File: src/rtl/fifo_burst_writer.sv
// fifo_burst_writer: frames a valid/ready source into bursts for an async FIFO
// write port. A burst is a header word (payload length) followed by that many
// payload words. Optional feature macro: FIFO_WRITER_CSUM_EN, which adds an
// XOR checksum trailer word after the payload.
module fifo_burst_writer #(
    parameter int WIDTH = 4
) (
    input  logic             wclk,
    input  logic             rst,
    input  logic             start,
    input  logic [WIDTH-1:0] len,
    output logic             busy,
    output logic             done,
    input  logic             src_valid,
    input  logic [WIDTH-1:0] src_data,
    output logic             src_ready,
    input  logic             full,
    output logic             we,
    output logic [WIDTH-1:0] wdata
);

`ifdef FIFO_WRITER_CSUM_EN
    typedef enum logic [2:0] {
        S_IDLE    = 3'd0,
        S_HEADER  = 3'd1,
        S_PAYLOAD = 3'd2,
        S_TRAILER = 3'd3,
        S_DONE    = 3'd4
    } state_t;
    // After the last payload word (or an empty header) the checksum follows.
    localparam state_t S_TAIL = S_TRAILER;
`else
    typedef enum logic [2:0] {
        S_IDLE    = 3'd0,
        S_HEADER  = 3'd1,
        S_PAYLOAD = 3'd2,
        S_DONE    = 3'd4
    } state_t;
    localparam state_t S_TAIL = S_DONE;
`endif

    state_t           state_q, state_d;
    logic [WIDTH-1:0] cnt_q, cnt_d;
    logic [WIDTH-1:0] len_q, len_d;
`ifdef FIFO_WRITER_CSUM_EN
    logic [WIDTH-1:0] acc_q, acc_d;
`endif

    // Next-state logic and output decode. Writes are gated by full in the
    // same cycle so a stall simply holds the state with nothing lost.
    always_comb begin
        state_d   = state_q;
        cnt_d     = cnt_q;
        len_d     = len_q;
`ifdef FIFO_WRITER_CSUM_EN
        acc_d     = acc_q;
`endif
        busy      = 1'b0;
        done      = 1'b0;
        src_ready = 1'b0;
        we        = 1'b0;
        wdata     = '0;
        case (state_q)
            S_IDLE: begin
                if (start) begin
                    len_d   = len;
                    cnt_d   = len;
`ifdef FIFO_WRITER_CSUM_EN
                    acc_d   = '0;
`endif
                    state_d = S_HEADER;
                end
            end
            S_HEADER: begin
                busy = 1'b1;
                we   = ~full;
                if (!full) begin
                    wdata = len_q;
`ifdef FIFO_WRITER_CSUM_EN
                    acc_d = acc_q ^ len_q;
`endif
                    state_d = (cnt_q != '0) ? S_PAYLOAD : S_TAIL;
                end
            end
            S_PAYLOAD: begin
                busy      = 1'b1;
                src_ready = ~full;
                we        = src_valid & ~full;
                if (src_valid && !full) begin
                    wdata = src_data;
                    cnt_d = cnt_q - WIDTH'(1);
`ifdef FIFO_WRITER_CSUM_EN
                    acc_d = acc_q ^ src_data;
`endif
                    if (cnt_q == WIDTH'(1)) begin
                        state_d = S_TAIL;
                    end
                end
            end
`ifdef FIFO_WRITER_CSUM_EN
            S_TRAILER: begin
                busy = 1'b1;
                we   = ~full;
                if (!full) begin
                    wdata   = acc_q;
                    state_d = S_DONE;
                end
            end
`endif
            S_DONE: begin
                busy    = 1'b1;
                done    = 1'b1;
                state_d = S_IDLE;
            end
            default: begin
                state_d = S_IDLE;
            end
        endcase
    end

    // State, remaining count, captured length (and checksum) registers.
    always_ff @(posedge wclk or posedge rst) begin
        if (rst) begin
            state_q <= S_IDLE;
            cnt_q   <= '0;
            len_q   <= '0;
`ifdef FIFO_WRITER_CSUM_EN
            acc_q   <= '0;
`endif
        end else begin
            state_q <= state_d;
            cnt_q   <= cnt_d;
            len_q   <= len_d;
`ifdef FIFO_WRITER_CSUM_EN
            acc_q   <= acc_d;
`endif
        end
    end

endmodule

File: config.mk
export PLATFORM = sky130hd
export DESIGN_NAME = fifo_burst_writer
export DESIGN_NICKNAME = d
export VERILOG_FILES = /design/src/rtl/fifo_burst_writer.sv
export SDC_FILE = /design/constraint.sdc
export NUM_CORES = 1
export LEC_CHECK = 0
export BUFFER_PORTS_ARGS = -buffer_cell sky130_fd_sc_hd__buf_2
export CORE_MARGIN = 4
export CORE_UTILIZATION = 45
export DETAILED_ROUTE_END_ITERATION = 10
export PLACE_DENSITY = 0.73
export SLEW_MARGIN = 20
export SYNTH_ARGS = -nofsm -noshare
export SYNTH_HDL_FRONTEND = slang
export SYNTH_SLANG_ARGS = --single-unit
File: constraint.sdc
create_clock -name wclk -period 1.6 [get_ports wclk]
set_clock_uncertainty 0.05 [all_clocks]
set_input_delay 0.4 -clock wclk [delete_from_list [all_inputs] [get_ports wclk]]
set_output_delay 0.4 -clock wclk [all_outputs]
set_load 0.05 [all_outputs]
==> run metrics, run 1 <==
reg-to-reg critical path startpoint state_q[2]; most frequent cells in the layout buf_2 (12), buf_6 (10), dfrtp_1 (9), buf_4 (9); Worst VDD drop 1.169 mV; TritonCTS sink count 11; final hold viol count 0; share of post-route cells with drive strength above 1 58.10%; unrepaired setup endpoints after global routing yes; Max Clk Rate 527.4 MHz; pin slew with the least headroom to its limit 453.9 ps; portion of the clock cycle consumed by the worst path in the final layout 118.5%; count of fill cells added during filler insertion 95; Worst Slack Setup Final -296.1 ps; most common cell after layout, fill and taps aside buf_2; global-route wire length before repair 3.111 mm; maximum number of pins on one net before global-route repair 12; Yosys cell types 29; mean routed wirelength per cell 16.16 um; cell type with the highest aggregate area in the netlist dfrtp_1; placer's final routability congestion estimate 0.8147; worst stage delay on the critical path ~420 ps; proportion of register bits with asynchronous set or reset after synthesis between 90% and 100%; DRC errors left 0; path type of the worst setup path register to primary output; power density normalized to cell area 1701 nW/um2; kind of end point of the critical path primary output; initial standard-cell utilization of the core 49.11%; port buffer count 20; antenna fix cells 0; maximum buffer depth of the clock tree 2; die outline area between 2000 and 2500 um2; netlist area before placement 757.0 um2; register-to-register setup slack -140 ps; All-Layer GR Usage 16.76%; number of top-level pins 21; post-route worst hold slack 68.81 ps; number of max-cap violations 0; cell count of the worst reg-to-reg path 6; violated checks setup timing; via-per-instance ratio 5.562; Gate Count Post-Synth 68; TritonCTS clock tree yes; placed cell count between 100 and 150; worst endpoint data arrival time 1450 ps; via count of the first global-routing pass 679; run status finished with violations; vias after detailed routing 673; Root Buffer clkbuf_4; hold crit path type input port to asynchronous set/reset pin; post-placement cell area approximately 1000 um2; nets in the synthesized netlist 83; Static Leakage between 0.5 and 0.6 nW; warning count from the yosys run 0; antenna violations before repair 0; HPWL after detailed placement between 1 and 1.5 mm; Area growth syn-to-layout 55.21%; setup_tns -2508 ps; fraction of the yosys area taken by sequential cells a little over a third; category of the worst setup path launch point register; number of buffers inserted during clock tree synthesis 3; H-tree depth 1; Vert. Die Dim 49.02 um; source-to-sink clock delay at the later pin of the worst-skew pair 270 ps; remaining max-slew budget at the tightest pin ~70%; Critical Path RT 1150 ps; share of Yosys cell area claimed by the top area cell type 36.36%; Max Fanout on Critical Path 5; drt pass-1 iters 4; leading register cell type out of synthesis dfrtp_1; final standard cell count with taps included and fillers excluded 121; Core Rows 14; reg-to-reg critical path endpoint cnt_q[0]; clock edge transition at the registers on the reported setup and hold paths around 70 ps; Core Region 1541 um2; per-instance average area after synthesis 11.13 um2; number of synthesized register bits 11; Slowest cell on crit path dfrtp_1; final design instance area without fill 1175 um2; total of endpoints with negative setup slack in the final report 14; Die Span X 49.02 um; Net count, final 121; number of max-slew violations in the final report 0; Post-Route WL slightly below 2 mm; starting DRC count in detailed routing 13; total chip power 1.999 mW; antenna-violating nets left 0; remaining global-route overflow 0; worst-path cell chain nor3b_4 -> and2_4 -> or2_4 -> buf_8; synth top area cells dfrtp_1 (36%), mux2i_1 (6.6%), nor4b_4 (6.3%); post-layout minimum cycle time 1896 ps; EDFF count, synth 0
## worst max-delay path, delay by kind of cell, from the launching register on
family / cells / cell delay [ps]
buf+inv: 1 / 150
flops: 1 / 420
simple gates: 3 / 600
## cell type report
cell class              count  area, um2  share of cell area [%]
flip-flops and latches     11      277.8                   23.64
well taps                  16      20.02                   1.704
clock buffers               4      26.28                   2.236
inverters                   4      15.01                   1.278
multi-input cells          50      520.5                   44.30
repair buffers             36      315.3                   26.84
## report_power, final
group / switching (mW) / internal, mW / leakage (nW)
clock network: 0.0962 / 0.0967 / 0.0150
logic: 0.614 / 0.658 / 0.411
registers: 0.127 / 0.406 / 0.128
## per-layer routing
| metal | GRT usage (%) | vias up | wire, um |
|---|---|---|---|
| met4 | 8.072 | 0 | 29 |
| met1 | 19.47 | 325 | 824 |
| met3 | 2.446 | 3 | 68 |
| met2 | 29.57 | 15 | 1033 |
| li1 | - | 330 | - |
| met5 | 0 | - | 0 |
## cells by family (layout without fill, tap and decap cells)
group	count (synthesis)	count (layout)	share of synthesized area, %
and+or+nand+nor	23	23	25.29
AOI/OAI and AO/OA	15	15	15.37
DFF	11	11	36.36
muxes	9	9	12.56
buffers and inverters	7	44	5.950
adders and majority gates	2	2	3.305
xor gates and xnor gates	1	1	1.157
## metrics by stage
step | utilization [%] | setup slack, ps
3_3_place_gp | 65.34 | -240.7
3_5_place_dp | 65.34 | -251.3
6_report | 76.22 | -296.1
4_1_cts | 72.81 | -302.1
5_1_grt | 76.22 | -347.7
2_1_floorplan | - | -136.9
## sequential cells by signal, indices dropped and copies added (netlist names)
name,count
cnt_q,4
len_q,4
state_q,3
## worst max-delay path by stage
stage	cells after the start	slack (ps)	start	to
after floorplan	4	-140	state_q[0]	we
after global routing	4	-350	state_q[1]	we
final	4	-300	state_q[1]	we
after detailed placement	5	-250	full	wdata[2]
after CTS	4	-300	state_q[2]	wdata[2]
after global placement	5	-240	full	wdata[1]
## cells in the mapped netlist (2+ instances only)
library cell  instances
dfrtp_1              11
a22o_1                5
mux2i_1               5
a21oi_1               4
inv_1                 4
mux2_2                4
nor3_1                3
or2_2                 3
a311oi_1              2
buf_6                 2
ha_1                  2
nand2_1               2
nor2_1                2
nor2b_1               2
nor4b_4               2
or4b_1                2
## repair_timing
action | in CTS | in global routing
hold buffers | 0 | 0
buffers inserted | 1 | 2
pin swaps | 4 | 5
gates resized for setup | 26 | 10
setup endpoints to repair | 16 | 16
(Power assumes the default switching activity.)
==> run 2: changes to the inputs <==
==> constraint.sdc (replaced) <==
create_clock -name wclk -period 1.5 [get_ports wclk]
set_clock_uncertainty 0.05 [all_clocks]
set_input_delay 0.375 -clock wclk [delete_from_list [all_inputs] [get_ports wclk]]
set_output_delay 0.375 -clock wclk [all_outputs]
set_load 0.05 [all_outputs]
==> run 2 against run 1 <==
  * The flow still finishes with violations (setup timing)
  * Global-route usage grew 2.4 points
  * Via count grew 1.6%
  * Utilization shrank 1.3 points
  * Non-clock buffer count shrank 1
  * First-iteration DRC count shrank 62%
==> run metrics, run 2 (same netlist as run 1, synthesis figures left out) <==
Core Rows 14 (unchanged); source-to-sink clock delay at the later pin of the worst-skew pair 280 ps (about the same); post-placement setup slack -283.0 ps (-31.76 ps); Die Span X 49.02 um (unchanged); internal power 1.199 mW (+3.2%); via count of the first global-routing pass 765 (+13%); vias after detailed routing 684 (+1.6%); antenna violations before repair 0 (unchanged); number of buffers inserted during clock tree synthesis 3 (unchanged); power density normalized to cell area 1843 nW/um2 (+8.4%); sw power 930.0 uW (+11%); total chip power 2.129 mW (+6.5%); run status finished with violations; number of max-slew violations in the final report 0 (unchanged); TritonCTS sink count 11 (unchanged); switching portion of total power 43.69% (+1.8 points); largest registers cnt_q x4, len_q x4, state_q x3; violated checks setup timing; TritonCTS clock tree yes; global-route wire length before repair 3.519 mm (+13%); Critical Path RT 1070 ps (-80 ps); Worst Slack Setup Final -385.2 ps (-89.05 ps); maximum number of pins on one net before global-route repair 12 (unchanged); Post-Route WL 2.037 mm (+4.2%); Max Clk Rate roughly 530 MHz; final hold viol count 0 (unchanged); remaining global-route overflow 0 (unchanged); remaining max-slew budget at the tightest pin 70.03% (+0.32 points); fraction of power consumed by the clock network 9.8% (about the same); cell count of the worst reg-to-reg path 5 (-1); category of the worst setup path launch point register; HPWL after detailed placement 1.482 mm (+5.0%); most common cell after layout, fill and taps aside buf_4; H-tree depth 1 (unchanged); die outline area 2402 um2 (unchanged); share of post-route cells with drive strength above 1 60.58% (+2.5 points); Max Fanout on Critical Path 6 (+1); placer's final routability congestion estimate 0.8011 (-1.7%); Worst VDD drop 1.386 mV (+19%); maximum buffer depth of the clock tree 2 (unchanged); mean routed wirelength per cell 16.98 um (+5.1%); Core Region 1541 um2 (unchanged); final design instance area without fill 1155 um2 (-1.7%); antenna-violating nets left 0 (unchanged); total of endpoints with negative setup slack in the final report 15 (+1); number of max-cap violations 0 (unchanged); clock edge transition at the registers on the reported setup and hold paths 80 ps (about the same); starting DRC count in detailed routing 5 (-8); register-to-register setup slack -240 ps (-100 ps); post-placement cell area 1007 um2 (unchanged); Comb power frac 63.5% (-0.2 points); number of top-level pins 21 (unchanged); path type of the worst setup path register to primary output; Root Buffer clkbuf_4; DRC errors left 0 (unchanged); initial standard-cell utilization of the core 49.11% (unchanged); portion of the clock cycle consumed by the worst path in the final layout 125.7%; kind of end point of the critical path primary output; port buffer count 20 (unchanged); All-Layer GR Usage 19.18% (+2.4 points); worst endpoint data arrival time 1460 ps (about the same); unrepaired setup endpoints after global routing yes; post-layout minimum cycle time between 1500 and 2000 ps; hold crit path type input port to asynchronous set/reset pin; Static Leakage 0.5371 nW (-3.0%); antenna fix cells 0 (unchanged); reg-to-reg critical path startpoint state_q[2]; # hold bufs at CTS 0 (unchanged); reg-to-reg critical path endpoint len_q[1]; Net count, final 120 (-0.83%); most frequent cells in the layout buf_4 (14), buf_2 (12), dfrtp_1 (9); Area growth syn-to-layout 52.56%; drt pass-1 iters 4 (unchanged); Vert. Die Dim 49.02 um (unchanged); Sequential Power Share 26.8% (about the same); via-per-instance ratio 5.700 (+2.5%); pin slew with the least headroom to its limit 449.1 ps (-4.819 ps)
[run 2: cell count changes in the layout (fill, tap and decap cells not counted), moves of 3 or more]
cell,change
buf_4,+5
mux2_2,+3
mux2_4,-3
buf_6,-6
[run 2: worst max-delay path by stage]
stage / startpoint / endpoint / slack, ps / depth (start not counted)
after floorplan: state_q[0] / we / -210 / 4
after global placement: full / wdata[1] / -280 / 5
after detailed placement: full / wdata[0] / -280 / 5
after CTS: state_q[0] / we / -390 / 4
after global routing: state_q[2] / we / -440 / 4
final: state_q[0] / we / -390 / 4
[run 2: power by group through the flow]
stage / Clock, mW / Sequential (mW) / Combinational, mW
after floorplan: 0 / 0.525 / 0.897
after global placement: 0 / 0.554 / 1.09
after detailed placement: 0 / 0.569 / 1.13
after CTS: 0.215 / 0.566 / 1.32
after global routing: 0.243 / 0.589 / 1.43
final: 0.208 / 0.570 / 1.35
[run 2: final cells by class]
class / count / area (um2)
Multi-Input combinational cell: 50 / 529.3
Fill cell: 108 / 386.6
Timing Repair Buffer: 35 / 285.3
Sequential cell: 11 / 277.8
Clock buffer: 3 / 22.52
Tap cell: 16 / 20.02
Inverter: 4 / 15.01
Clock inverter: 1 / 5.005
[run 2: critical path, cell delays in order (launching register included)]
cell and delay, ps:
dfrtp_2 450, nor4b_4 140, buf_4 160, or2_4 260
buf_8 150
[run 2: per-stage QoR]
step | utilization, % | std cells | TNS, ps | hold WS, ps
2_1_floorplan | - | 68 | -1447 | 177.4
4_1_cts | 74.03 | 120 | -3892 | 45.09
6_report | 74.92 | 120 | -4061 | 32.80
3_3_place_gp | 65.34 | 114 | -2843 | 341.7
5_1_grt | 74.92 | 120 | -5090 | 48.60
3_5_place_dp | 65.34 | 114 | -3186 | 351.5
[run 2: what timing repair did]
action	in CTS	in global routing
endpoints found under the setup margin	16	16
buffers inserted	2	1
gates resized for setup	27	5
pin swaps	3	2
[run 2: metal layers]
layer,global-route usage [%],part of all wire [%],up-vias
li1,-,-,331
met1,23.11,40,323
met2,31.09,53,26
met3,4.281,4.9,4
met4,10.76,2.2,0
met5,0,0,-
==> run 3: changes to the inputs <==
--- a/config.mk
+++ b/config.mk
@@ -5,7 +5,7 @@
 export SDC_FILE = /design/constraint.sdc
 export NUM_CORES = 1
 export LEC_CHECK = 0
-export BUFFER_PORTS_ARGS = -buffer_cell sky130_fd_sc_hd__buf_2
+export BUFFER_PORTS_ARGS = -buffer_cell sky130_fd_sc_hd__clkbuf_2
 export CORE_MARGIN = 4
 export CORE_UTILIZATION = 45
 export DETAILED_ROUTE_END_ITERATION = 10
==> run 3 against run 2 <==
  * The flow still finishes with violations (setup timing)
  * First-iteration DRC count grew to 5.6 times the previous value
  * Combinational power is 19% higher
  * Register-to-register slack better by 30 ps
  * Non-clock buffer count stayed put
  * Flip-flop and latch count stayed put
  * Via count is 4.5% higher
  * Critical endpoint is now wdata[3]
  * Largest cell class unchanged
==> run metrics, run 3 (same netlist as run 1, synthesis figures left out) <==
number of max-cap violations 0 (unchanged); final hold viol count 0 (unchanged); endpoint of the most critical setup path wdata[3]; antenna violations before repair 0 (unchanged); final standard cell count with taps included and fillers excluded 120 (unchanged); remaining global-route overflow 0 (unchanged); TritonCTS sink count 11 (unchanged); number of top-level pins 21 (unchanged); Vert. Die Dim 49.02 um (unchanged); Core Region 1541 um2 (unchanged); die outline area 2402 um2 (unchanged); unrepaired setup endpoints after global routing yes; post-placement cell area 992.2 um2 (-1.5%); kind of end point of the critical path primary output; worst endpoint data arrival time 1500 ps (+40 ps); total of endpoints with negative setup slack in the final report 15 (unchanged); Setup crit start state_q[2]; H-tree depth 1 (unchanged); Area growth syn-to-layout 71.07%; via-per-instance ratio 5.958 (+4.5%); reg-to-reg critical path endpoint len_q[1]; hold crit path type input port to asynchronous set/reset pin; Net count, final 120 (unchanged); antenna-violating nets left 0 (unchanged); HPWL after detailed placement 1.331 mm (-10%); power density normalized to cell area 1853 nW/um2 (+0.52%); final design instance area without fill 1295 um2 (+12%); maximum buffer depth of the clock tree 2 (unchanged); Core Rows 14 (unchanged); Worst Slack Setup Final -425.1 ps (-39.90 ps); Root Buffer clkbuf_4; portion of the clock cycle consumed by the worst path in the final layout 128.3% (+2.7 points); maximum number of pins on one net before global-route repair 12 (unchanged); starting DRC count in detailed routing 28 (+23); DRC errors left 0 (unchanged); global-route wire length before repair 3.808 mm (+8.2%); Static Leakage 0.5859 nW (+9.1%); remaining max-slew budget at the tightest pin 70.15% (+0.12 points); via count of the first global-routing pass 808 (+5.6%); mean routed wirelength per cell 19.28 um (+14%); number of buffers inserted during clock tree synthesis 3 (unchanged); source-to-sink clock delay at the later pin of the worst-skew pair 280 ps (about the same); drt pass-1 iters 4 (unchanged); placer's final routability congestion estimate 0.7986 (-0.31%); Post-Route WL 2.313 mm (+14%); pin slew with the least headroom to its limit 447.2 ps (-1.855 ps); Die Span X 49.02 um (unchanged); most common cell after layout, fill and taps aside clkbuf_2; number of max-slew violations in the final report 0 (unchanged); post-layout minimum cycle time 1925 ps (+39.90 ps); run status finished with violations; All-Layer GR Usage 20.46% (+1.3 points); reg-to-reg critical path startpoint state_q[2]; antenna fix cells 0 (unchanged); Max Fanout on Critical Path 7 (+1); Max Clk Rate 519.5 MHz (-2.1%); cell count of the worst reg-to-reg path 6 (+1); most frequent cells in the layout clkbuf_2 (12), dfrtp_1 (10), buf_6 (9); Critical Path RT 1070 ps (about the same); clock edge transition at the registers on the reported setup and hold paths 80 ps (about the same); placed cell count 110 (-3.5%); category of the worst setup path launch point register; vias after detailed routing 715 (+4.5%); share of post-route cells with drive strength above 1 62.50% (+1.9 points); initial standard-cell utilization of the core 49.11% (unchanged); TritonCTS clock tree yes; Post-Route Utilization 84.01% (+9.1 points); path type of the worst setup path register to primary output; # hold bufs at CTS 0 (unchanged); Worst VDD drop 1.196 mV (-14%); violated checks setup timing; port buffer count 20 (unchanged); post-route worst hold slack 14.70 ps (-18.10 ps); register-to-register setup slack -210 ps (+30 ps); largest registers cnt_q x4, len_q x4, state_q x3; count of fill cells added during filler insertion 82 (-24%)
-- run 3: through the flow --
| step | setup TNS, ps | total power, mW | setup slack [ps] |
|---|---|---|---|
| global route | -4792 | 2.536 | -474.4 |
| detailed placement | -2331 | 1.722 | -292.2 |
| global placement | -2176 | 1.695 | -280.1 |
| CTS | -3801 | 2.232 | -383.9 |
| finish | -3998 | 2.400 | -425.1 |
| floorplan | -1447 | 1.422 | -211.9 |
-- run 3: timing repair --
action,CTS,global route
gates resized for setup,36,11
setup buffers,5,3
pin swaps,6,8
endpoints found under the setup margin,16,16
-- run 3: worst min path at each step --
stage,start,endpoint,slack (ps)
after CTS,rst,len_q[2],40
after floorplan,rst,cnt_q[0],180
after global placement,rst,len_q[2],310
final,rst,len_q[2],10
after detailed placement,rst,len_q[2],320
after global routing,rst,len_q[2],40
-- run 3: area by class of cell --
type / count / area [um2] / share of cell area [%]
multi-input combinational: 50 / 575.6 / 44.44
timing repair buffer: 35 / 381.6 / 29.47
sequential: 11 / 276.5 / 21.35
clock buffer: 4 / 26.28 / 2.029
tap: 16 / 20.02 / 1.546
inverter: 4 / 15.01 / 1.159
-- run 3: report_power, final --
part / switching, mW / internal, mW / leakage (nW) / total (mW)
clock network: 0.109 / 0.103 / 0.0150 / 0.212
logic: 0.753 / 0.859 / 0.442 / 1.61
registers: 0.145 / 0.431 / 0.129 / 0.576
total: 1.01 / 1.39 / 0.586 / 2.40
-- run 3: metal layers --
| layer | wire (um) | track usage [%] |
|---|---|---|
| met5 | 0 | 0 |
| met4 | 56 | 7.175 |
| met3 | 102 | 3.364 |
| met2 | 1253 | 38.70 |
| met1 | 900 | 22.39 |
-- run 3: critical path: stages, from the launching register on --
cell	delay, ps
dfrtp_2	460
nor4b_4	280
buf_6	170
a22o_4	150
clkbuf_16	160
